<file path="config.mk">
export PLATFORM = sky130hd
export DESIGN_NAME = conv_channel_seq_flat
export DESIGN_NICKNAME = d
export VERILOG_FILES = /design/src/rtl/conv_pkg.sv /design/src/rtl/conv_channel_seq_if.sv /design/src/rtl/conv_chan_acc.sv /design/src/rtl/conv_channel_seq.sv /design/src/flat_wrapper.sv
export SDC_FILE = /design/constraint.sdc
export NUM_CORES = 1
export LEC_CHECK = 0
export CAP_MARGIN = 20
export CORE_MARGIN = 2
export CORE_UTILIZATION = 23
export DETAILED_ROUTE_END_ITERATION = 10
export DONT_BUFFER_PORTS = 1
export PLACE_DENSITY_LB_ADDON = 0.08
export SYNTH_ARGS = -nofsm -noshare
export SYNTH_HDL_FRONTEND = slang
export SYNTH_SLANG_ARGS = --single-unit
</file>
<file path="constraint.sdc">
create_clock -name clk -period 2.7 [get_ports clk]
set_input_delay 0.405 -clock clk [delete_from_list [all_inputs] [get_ports clk]]
set_output_delay 0.405 -clock clk [all_outputs]
set_load 0.03 [all_outputs]
</file>
<file path="src/rtl/conv_pkg.sv">
// Shared definitions for the convolution channel sequencer: FSM encoding,
// default datapath widths and the settle time after a BRAM read advance.
package conv_pkg;

    localparam int MAC_W_DEF = 32;
    localparam int ACC_W_DEF = 40;

    // Cycles spent in S_ADV_WAIT so last_channel has time to come back.
    localparam logic [2:0] ADV_WAIT_CYC = 3'd3;

    typedef enum logic [3:0] {
        S_IDLE      = 4'd0,
        S_LOAD_REQ  = 4'd1,
        S_LOAD_WAIT = 4'd2,
        S_MAC_START = 4'd3,
        S_MAC_WAIT  = 4'd4,
        S_ADV_B     = 4'd5,
        S_ADV_WAIT  = 4'd6,
        S_OUT       = 4'd7,
        S_DONE      = 4'd8
    } state_t;

endpackage

</file>
<file path="src/rtl/conv_channel_seq_if.sv">
// Bundle of control, MAC and output-handshake signals between the channel
// sequencer (slave side) and its surroundings (master side).
interface conv_channel_seq_if
    import conv_pkg::*;
#(
    parameter int MAC_W = MAC_W_DEF,
    parameter int ACC_W = ACC_W_DEF
);
    logic                    start;
    logic [8:0]              num_kernels;
    logic [8:0]              CHANNEL_SIZE;
    logic                    load_BRAM_dina;
    logic                    done_loading_1ker;
    logic                    update_BRAM_doutb;
    logic                    last_channel;
    logic                    mac_start;
    logic                    mac_done;
    logic signed [MAC_W-1:0] mac_result;
    logic                    out_valid;
    logic                    out_ready;
    logic [ACC_W-1:0]        out_data;
    logic                    busy;
    logic                    done;
    logic                    err;

    modport master (
        output start, num_kernels, CHANNEL_SIZE, done_loading_1ker, last_channel,
               mac_done, mac_result, out_ready,
        input  load_BRAM_dina, update_BRAM_doutb, mac_start, out_valid, out_data,
               busy, done, err
    );

    modport slave (
        input  start, num_kernels, CHANNEL_SIZE, done_loading_1ker, last_channel,
               mac_done, mac_result, out_ready,
        output load_BRAM_dina, update_BRAM_doutb, mac_start, out_valid, out_data,
               busy, done, err
    );
endinterface

</file>
<file path="src/rtl/conv_chan_acc.sv">
// Per-kernel channel accumulator: sign-extends each MAC partial sum and adds
// it into a wrapping ACC_W-bit register; clear has priority over add.
module conv_chan_acc
    import conv_pkg::*;
#(
    parameter int MAC_W = MAC_W_DEF,
    parameter int ACC_W = ACC_W_DEF
) (
    input  logic                    clk,
    input  logic                    rst,
    input  logic                    i_clr,
    input  logic                    i_add_en,
    input  logic signed [MAC_W-1:0] i_addend,
    output logic [ACC_W-1:0]        o_acc
);
    logic [ACC_W-1:0] r_acc;
    logic [ACC_W-1:0] w_addend_ext;

    assign w_addend_ext = ACC_W'(i_addend);
    assign o_acc        = r_acc;

    always_ff @(posedge clk) begin
        if (rst || i_clr) begin
            r_acc <= '0;
        end else if (i_add_en) begin
            r_acc <= r_acc + w_addend_ext;
        end
    end
endmodule

</file>
<file path="src/rtl/conv_channel_seq.sv">
// Sequences kernel load, per-channel MAC and BRAM read advance for each output
// kernel, accumulating channel partial sums and handing the result out.
module conv_channel_seq
    import conv_pkg::*;
#(
    parameter int MAC_W = MAC_W_DEF,
    parameter int ACC_W = ACC_W_DEF
) (
    input  logic              clk,
    input  logic              Reset,
    conv_channel_seq_if.slave bus
);
    state_t           r_state, w_state_nxt;
    logic [8:0]       r_num_k, r_chan_sz, r_kern_cnt, r_chan_cnt;
    logic [2:0]       r_wait;
    logic             r_last, r_err;
    logic             w_accept, w_last_now, w_wait_end, w_chan_full;
    logic             w_acc_clr, w_acc_add, w_out_take;
    logic [ACC_W-1:0] w_acc;

    assign w_accept    = (r_state == S_IDLE) && bus.start;
    assign w_last_now  = r_last || bus.last_channel;
    assign w_wait_end  = (r_wait <= 3'd1);
    assign w_chan_full = (r_chan_cnt == r_chan_sz);
    assign w_out_take  = (r_state == S_OUT) && bus.out_ready;
    assign w_acc_clr   = w_accept || w_out_take;
    assign w_acc_add   = (r_state == S_MAC_WAIT) && bus.mac_done;

    always_comb begin
        w_state_nxt = r_state;
        case (r_state)
            S_IDLE:      if (bus.start)
                             w_state_nxt = (bus.num_kernels != 9'd0 && bus.CHANNEL_SIZE != 9'd0)
                                           ? S_LOAD_REQ : S_DONE;
            S_LOAD_REQ:  w_state_nxt = S_LOAD_WAIT;
            S_LOAD_WAIT: if (bus.done_loading_1ker) w_state_nxt = S_MAC_START;
            S_MAC_START: w_state_nxt = S_MAC_WAIT;
            S_MAC_WAIT:  if (bus.mac_done) w_state_nxt = S_ADV_B;
            S_ADV_B:     w_state_nxt = S_ADV_WAIT;
            S_ADV_WAIT:  if (w_wait_end)
                             w_state_nxt = (w_last_now || w_chan_full) ? S_OUT : S_MAC_START;
            S_OUT:       if (bus.out_ready)
                             w_state_nxt = (r_kern_cnt + 9'd1 == r_num_k) ? S_DONE : S_LOAD_REQ;
            S_DONE:      w_state_nxt = S_IDLE;
            default:     w_state_nxt = S_IDLE;
        endcase
    end

    always_ff @(posedge clk) begin
        if (Reset) begin
            r_state    <= S_IDLE;
            r_num_k    <= '0;
            r_chan_sz  <= '0;
            r_kern_cnt <= '0;
            r_chan_cnt <= '0;
            r_wait     <= '0;
            r_last     <= 1'b0;
            r_err      <= 1'b0;
        end else begin
            r_state <= w_state_nxt;
            case (r_state)
                S_IDLE: if (bus.start) begin
                    r_num_k    <= bus.num_kernels;
                    r_chan_sz  <= bus.CHANNEL_SIZE;
                    r_kern_cnt <= '0;
                    r_chan_cnt <= '0;
                    r_last     <= 1'b0;
                    r_err      <= (bus.num_kernels == 9'd0) || (bus.CHANNEL_SIZE == 9'd0);
                end
                S_MAC_WAIT: if (bus.mac_done) r_chan_cnt <= r_chan_cnt + 9'd1;
                S_ADV_B: begin
                    r_wait <= ADV_WAIT_CYC;
                    if (bus.last_channel) r_last <= 1'b1;
                end
                S_ADV_WAIT: begin
                    r_wait <= r_wait - 3'd1;
                    if (bus.last_channel) r_last <= 1'b1;
                    // Channel count and last flag must agree when the kernel ends.
                    if (w_wait_end && (w_last_now != w_chan_full)) r_err <= 1'b1;
                end
                S_OUT: if (bus.out_ready) begin
                    r_kern_cnt <= r_kern_cnt + 9'd1;
                    r_chan_cnt <= '0;
                    r_last     <= 1'b0;
                end
                default: ;
            endcase
        end
    end

    conv_chan_acc #(.MAC_W(MAC_W), .ACC_W(ACC_W)) u_acc (
        .clk      (clk),
        .rst      (Reset),
        .i_clr    (w_acc_clr),
        .i_add_en (w_acc_add),
        .i_addend (bus.mac_result),
        .o_acc    (w_acc)
    );

    assign bus.load_BRAM_dina    = (r_state == S_LOAD_REQ);
    assign bus.update_BRAM_doutb = (r_state == S_ADV_B);
    assign bus.mac_start         = (r_state == S_MAC_START);
    assign bus.out_valid         = (r_state == S_OUT);
    assign bus.busy              = (r_state != S_IDLE);
    assign bus.done              = (r_state == S_DONE);
    assign bus.err               = r_err;
    assign bus.out_data          = w_acc;
endmodule
</file>
<file path="src/flat_wrapper.sv">
// flat-port wrapper written by rule: the top's interface ports become plain ports
module conv_channel_seq_flat import conv_pkg::*;
#(
    parameter int MAC_W = MAC_W_DEF,
    parameter int ACC_W = ACC_W_DEF
)
  (clk, Reset, bus_start, bus_num_kernels, bus_CHANNEL_SIZE, bus_done_loading_1ker, bus_last_channel, bus_mac_done, bus_mac_result, bus_out_ready, bus_load_BRAM_dina, bus_update_BRAM_doutb, bus_mac_start, bus_out_valid, bus_out_data, bus_busy, bus_done, bus_err);
  conv_channel_seq_if #(.MAC_W(MAC_W), .ACC_W(ACC_W)) bus_i ();
  input  logic clk;
  input  logic Reset;
  input wire logic [$bits(bus_i.start)-1:0] bus_start;
  input wire logic [$bits(bus_i.num_kernels)-1:0] bus_num_kernels;
  input wire logic [$bits(bus_i.CHANNEL_SIZE)-1:0] bus_CHANNEL_SIZE;
  input wire logic [$bits(bus_i.done_loading_1ker)-1:0] bus_done_loading_1ker;
  input wire logic [$bits(bus_i.last_channel)-1:0] bus_last_channel;
  input wire logic [$bits(bus_i.mac_done)-1:0] bus_mac_done;
  input wire logic [$bits(bus_i.mac_result)-1:0] bus_mac_result;
  input wire logic [$bits(bus_i.out_ready)-1:0] bus_out_ready;
  output wire logic [$bits(bus_i.load_BRAM_dina)-1:0] bus_load_BRAM_dina;
  output wire logic [$bits(bus_i.update_BRAM_doutb)-1:0] bus_update_BRAM_doutb;
  output wire logic [$bits(bus_i.mac_start)-1:0] bus_mac_start;
  output wire logic [$bits(bus_i.out_valid)-1:0] bus_out_valid;
  output wire logic [$bits(bus_i.out_data)-1:0] bus_out_data;
  output wire logic [$bits(bus_i.busy)-1:0] bus_busy;
  output wire logic [$bits(bus_i.done)-1:0] bus_done;
  output wire logic [$bits(bus_i.err)-1:0] bus_err;
  assign bus_i.start = bus_start;
  assign bus_i.num_kernels = bus_num_kernels;
  assign bus_i.CHANNEL_SIZE = bus_CHANNEL_SIZE;
  assign bus_i.done_loading_1ker = bus_done_loading_1ker;
  assign bus_i.last_channel = bus_last_channel;
  assign bus_i.mac_done = bus_mac_done;
  assign bus_i.mac_result = bus_mac_result;
  assign bus_i.out_ready = bus_out_ready;
  assign bus_load_BRAM_dina = bus_i.load_BRAM_dina;
  assign bus_update_BRAM_doutb = bus_i.update_BRAM_doutb;
  assign bus_mac_start = bus_i.mac_start;
  assign bus_out_valid = bus_i.out_valid;
  assign bus_out_data = bus_i.out_data;
  assign bus_busy = bus_i.busy;
  assign bus_done = bus_i.done;
  assign bus_err = bus_i.err;
  conv_channel_seq #(.MAC_W(MAC_W), .ACC_W(ACC_W)) u_core (.clk(clk), .Reset(Reset), .bus(bus_i));
endmodule
</file>
### Word-level counts from Yosys, hierarchy flattened

Cells that the tools add are included.

* register bits after elaboration: 85
* input bits: 57
* output and inout bits: 47

* $add $sub $neg: 4
* order comparisons: 1
* eq/ne operators: 18
* mux-type cells: 23
* reductions and logical operators: 28

Operators with widths (number)
* $add 40x40->40: 1
* $mux 9: 4
* $pmux 4 s8: 1
* $mux 4: 7
* $pmux 9 s3: 1
* $add 9x1->9 const B: 2
* $eq 9x9->1: 2
* $logic_not 9->1: 2
* $pmux 9 s2: 1
* $reduce_bool 9->1: 2
* $eq 4x3->1 const B: 4
* $eq 4x2->1 const B: 2
* $ne 2x2->1 const B: 4
* $reduce_and 4->1: 2
* $ne 2x1->1 const B: 3
* $pmux 3 s2: 1
* $reduce_and 3->1: 2
* $reduce_bool 2->1: 3
* $reduce_bool 3->1: 2
* $logic_and 1x1->1: 5
* $logic_or 1x1->1: 5
* $mux 1: 5
* $reduce_and 5->1: 1
* $eq 4x1->1 const B: 1
* 11 further kinds: 11

### Depth between registers and ports, before layout

* depth after elaboration: 5
* mapped depth: 11

### Modules after synthesis

Synthesis repeated with hierarchy kept, for this count alone.

* cells, all modules: 813
* area total of the unflattened synthesis: 6429.9 um^2

By module, submodules not included
* conv_chan_acc: instances 1, cells an instance 495, area an instance 3918.8 um^2
* conv_channel_seq: instances 1, cells an instance 318, area an instance 2511.2 um^2

### Worst setup path before layout

OpenSTA, ideal clock, no wires.

* path type: register to register
* from: register u_core.u_acc.r_acc[9] (netlist: u_core.u_acc.o_acc[9])
* to: register u_core.u_acc.r_acc[27] (netlist: u_core.u_acc.o_acc[27])
* setup time: 0.118 ns
* data arrival time: 2.671 ns
* setup slack: -0.089 ns
* stages on the path, launching flop included: 11
* path buffers: 0
* period minus slack after synthesis: 2.789 ns
* path through: dfxtp_1 > ha_1 > a21o_1 > a221oi_4 > o21a_2 > o31ai_2 > a41o_1 > a2111o_1 > a31oi_2 > xor2_1 > o21ai_1

* longest elaborated chain between the ends: 1

RTL lines
* from (decl): RTL line conv_chan_acc.sv:16 `logic [ACC_W-1:0] r_acc;`
* from (signal assigned): RTL line conv_chan_acc.sv:26 `r_acc <= r_acc + w_addend_ext;`
* $add 40x40->40: RTL line conv_chan_acc.sv:26

No other way between the ends.
A chain may end at the register's enable or synchronous reset.

### Worst setup path after layout

Ends and elaborated chain as after synthesis.

==> run metrics <==
die area=about 27000 um^2; layout cells sized above 1=21.3%; core region area=25300 um^2; Internal=between 2 and 2.5 mW; Max Cap Viol=0; crit-path max FO=5; die extent in x=165 um; Synth area leader=dfxtp_1; Cell variety after synth=72; Layout area overhead=27.0%; post-synthesis compound-gate area fraction=between 20% and 30%; Final min period=2690 ps; status=complete, no violations; Ys Warns=0; CP Capture Type=flop; register share of total power=approximately two fifths; standard-cell rows=58; Clock Latency Late Sink=360 ps; IO Pins=about 100; clock share of power=37.4%; Post-synth EDFFs=0; Max H-tree Level=3; XOR/XNOR share of the synthesized area=about 9.9%; Post-Syn Nets=860; unrepaired setup endpoints after global routing=true; Post-Synth Adder-Cell Area=9.60%; Sw Ratio=34.6%; antenna violations before repair=0; Seq/Total Area, Yosys=28.6%; Worst Path Class, Setup=flop to flop; via count=5657; Final period util=99.7%; clk sinks=85; HP Class=input pin to flop; HPWL after detailed placement=14200 um; drt drc=0; post-synthesis mux area share=0.842%; dominant synthesized flop cell=dfxtp_1; Max clock buf depth=2; Startpoint Class=flop; Critical Path RT=2940 ps; combinational family with the most area after synthesis=compound AO/OA/AOI/OAI gates; part of the power in combinational logic=23.7%; synthesized flop and latch total=85; All-Layer GR Usage=14.0%; power per cell area=469 nW/um^2; Post-Synth Simple-Gate Area=22.8%; most frequent cells in the layout=nand2_1 (121), buf_4 (116), a21oi_1 (91), dfxtp_1 (80), nor2_1 (63); post-layout util=between 20% and 30%; switching power total=approximately 1.2 mW; Crit path arrival time=2930 ps; f_max=371 MHz; Final ANT Viol Nets=0; CTS root buffer=clkbuf_16; Vias/cell=4.77; Placer Congestion=0.822; Avg Inst Size Synth=7.84 um^2; largest net degree at the start of global routing=41; Congestion Overflow GR=0; DRT iter0 DRCs=approximately 230; peak supply drop=260 uV; final hold vios=0; relative slew slack=a little over half; Ant. Diodes=0; top-area cell type share of the netlist area=between 20% and 30%; hold-fix buffer count after cts=0; CTS tree=yes; max-slew violation count=0; Setup-failing EPs final=0; first-pass GRT wire length=30000 um; Post-Route Setup TNS=0 ps; vias in the first global route=5833; Post-Syn Instances=around 760; Synth Cell Area=roughly 5900 um^2; WL per Instance=15.9 um; Num CTS Buffers=9; final WL=18800 um; Initial Util=23.5%; WHS=120 ps; commonest non-fill, non-tap cell in the layout=nand2_1; PortBufs=0; largest cells by area after synthesis=dfxtp_1 (29%), ha_1 (9.3%), a21oi_1 (8.0%); Clock Skew=16.0 ps; layout net count=952; 1st-pass router iterations=5; CTS clk-pin slew, worst paths=90 ps; asr flop ratio synth=0%; Die Height=165 um; Leak=3.17 nW; Least-Margin Pin Slew=around 690 ps
-- cell families (layout without fill, tap and decap cells) --
kind of cell    Yosys count  in the layout
compound gates          206            206
mux                       5              5
flops                    85             85
xor+xnor                 67             67
buf+inv                  57            154
simple gates            293            293
fa+ha+maj                45             45
-- cells in the mapped netlist (3+ instances only) --
library cell  count
nand2_1         121
a21oi_1          95
dfxtp_1          85
nor2_1           64
ha_1             44
xnor2_1          39
xor2_1           28
a21o_1           26
clkbuf_1         24
nand3_1          23
inv_1            17
o21ai_0          17
nand4_1          15
and3_1           12
nor3_1           12
a31oi_1           9
a211oi_1          8
nor4_1            8
nand2b_1          7
or3_1             6
mux2i_1           5
o21bai_1          5
a22oi_1           4
and2_1            4
buf_2             4
clkbuf_8          4
nor4b_1           4
o21ai_1           4
or4_1             4
buf_4             3
nor2b_1           3
o211ai_1          3
o21a_1            3
-- through the flow --
stage,power [mW],instances,instance area [um^2],setup WS [ps]
5_1_grt,3.75,1185,7540,-88.7
6_report,3.54,1185,7540,7.97
4_1_cts,3.59,1175,7350,3.82
3_5_place_dp,2.23,1154,6970,-248
2_1_floorplan,1.98,758,5960,15.6
3_3_place_gp,2.23,1154,6970,-152
-- path summary, 6_finish.rpt --
check	to	slack (ps)	startpoint	cells after the start
hold / removal	u_core.r_kern_cnt[6]	120	Reset	1
hold reg to reg	u_core.r_chan_sz[2]	470	u_core.r_chan_sz[2]	2
setup reg to reg	u_core.u_acc.o_acc[27]	8	u_core.u_acc.o_acc[9]	11
setup / recovery	u_core.u_acc.o_acc[27]	8	u_core.u_acc.o_acc[9]	11
-- routing by layer --
metal  up-vias  GRT usage, %  wire length [um]
met5         -             0                 0
met4         0          3.75               270
met3        19          3.21               898
met2       117          24.4              8960
met1      2646          17.3              8670
li1       2875             -                 -
-- worst max-delay path: stages (launching register included) --
cell,delay [ps]
dfxtp_2,340
ha_4,260
and3_2,220
a221oi_4,340
o21a_2,190
o31ai_4,70
a41o_1,230
a2111o_1,380
buf_4,150
a31oi_2,160
xor2_1,160
o21ai_1,70
-- registers in the layout (all words and copies together) (netlist names) --
signal,flops
u_core.r_wait,3
u_core.r_state,4
u_core.r_chan_sz,9
u_core.r_last,1
u_core.r_kern_cnt,9
u_core.bus.err,1
u_core.u_acc.o_acc,40
u_core.r_num_k,9
u_core.r_chan_cnt,9
-- repair_timing --
item	in CTS	in global routing
gates resized for setup	7	17
endpoints found under the setup margin	10	18
setup buffers	5	11
pin swaps	10	13
-- layout make-up --
cell class | instances | area, um^2
fillers | 2740 | 17700
clock buffers | 9 | 225
inverters | 17 | 63.8
flip-flops and latches | 85 | 1710
multi-input cells | 616 | 4120
clock inverters | 7 | 75.1
well taps | 330 | 413
repair buffers | 121 | 945
-- power by group through the flow --
stage / registers (mW) / logic (mW) / clock network [mW]
6_report: 1.38 / 0.838 / 1.32
2_1_floorplan: 1.41 / 0.561 / 0
5_1_grt: 1.39 / 0.942 / 1.42
3_5_place_dp: 1.41 / 0.823 / 0
3_3_place_gp: 1.41 / 0.820 / 0
4_1_cts: 1.38 / 0.832 / 1.38
(Power assumes the default switching activity.)
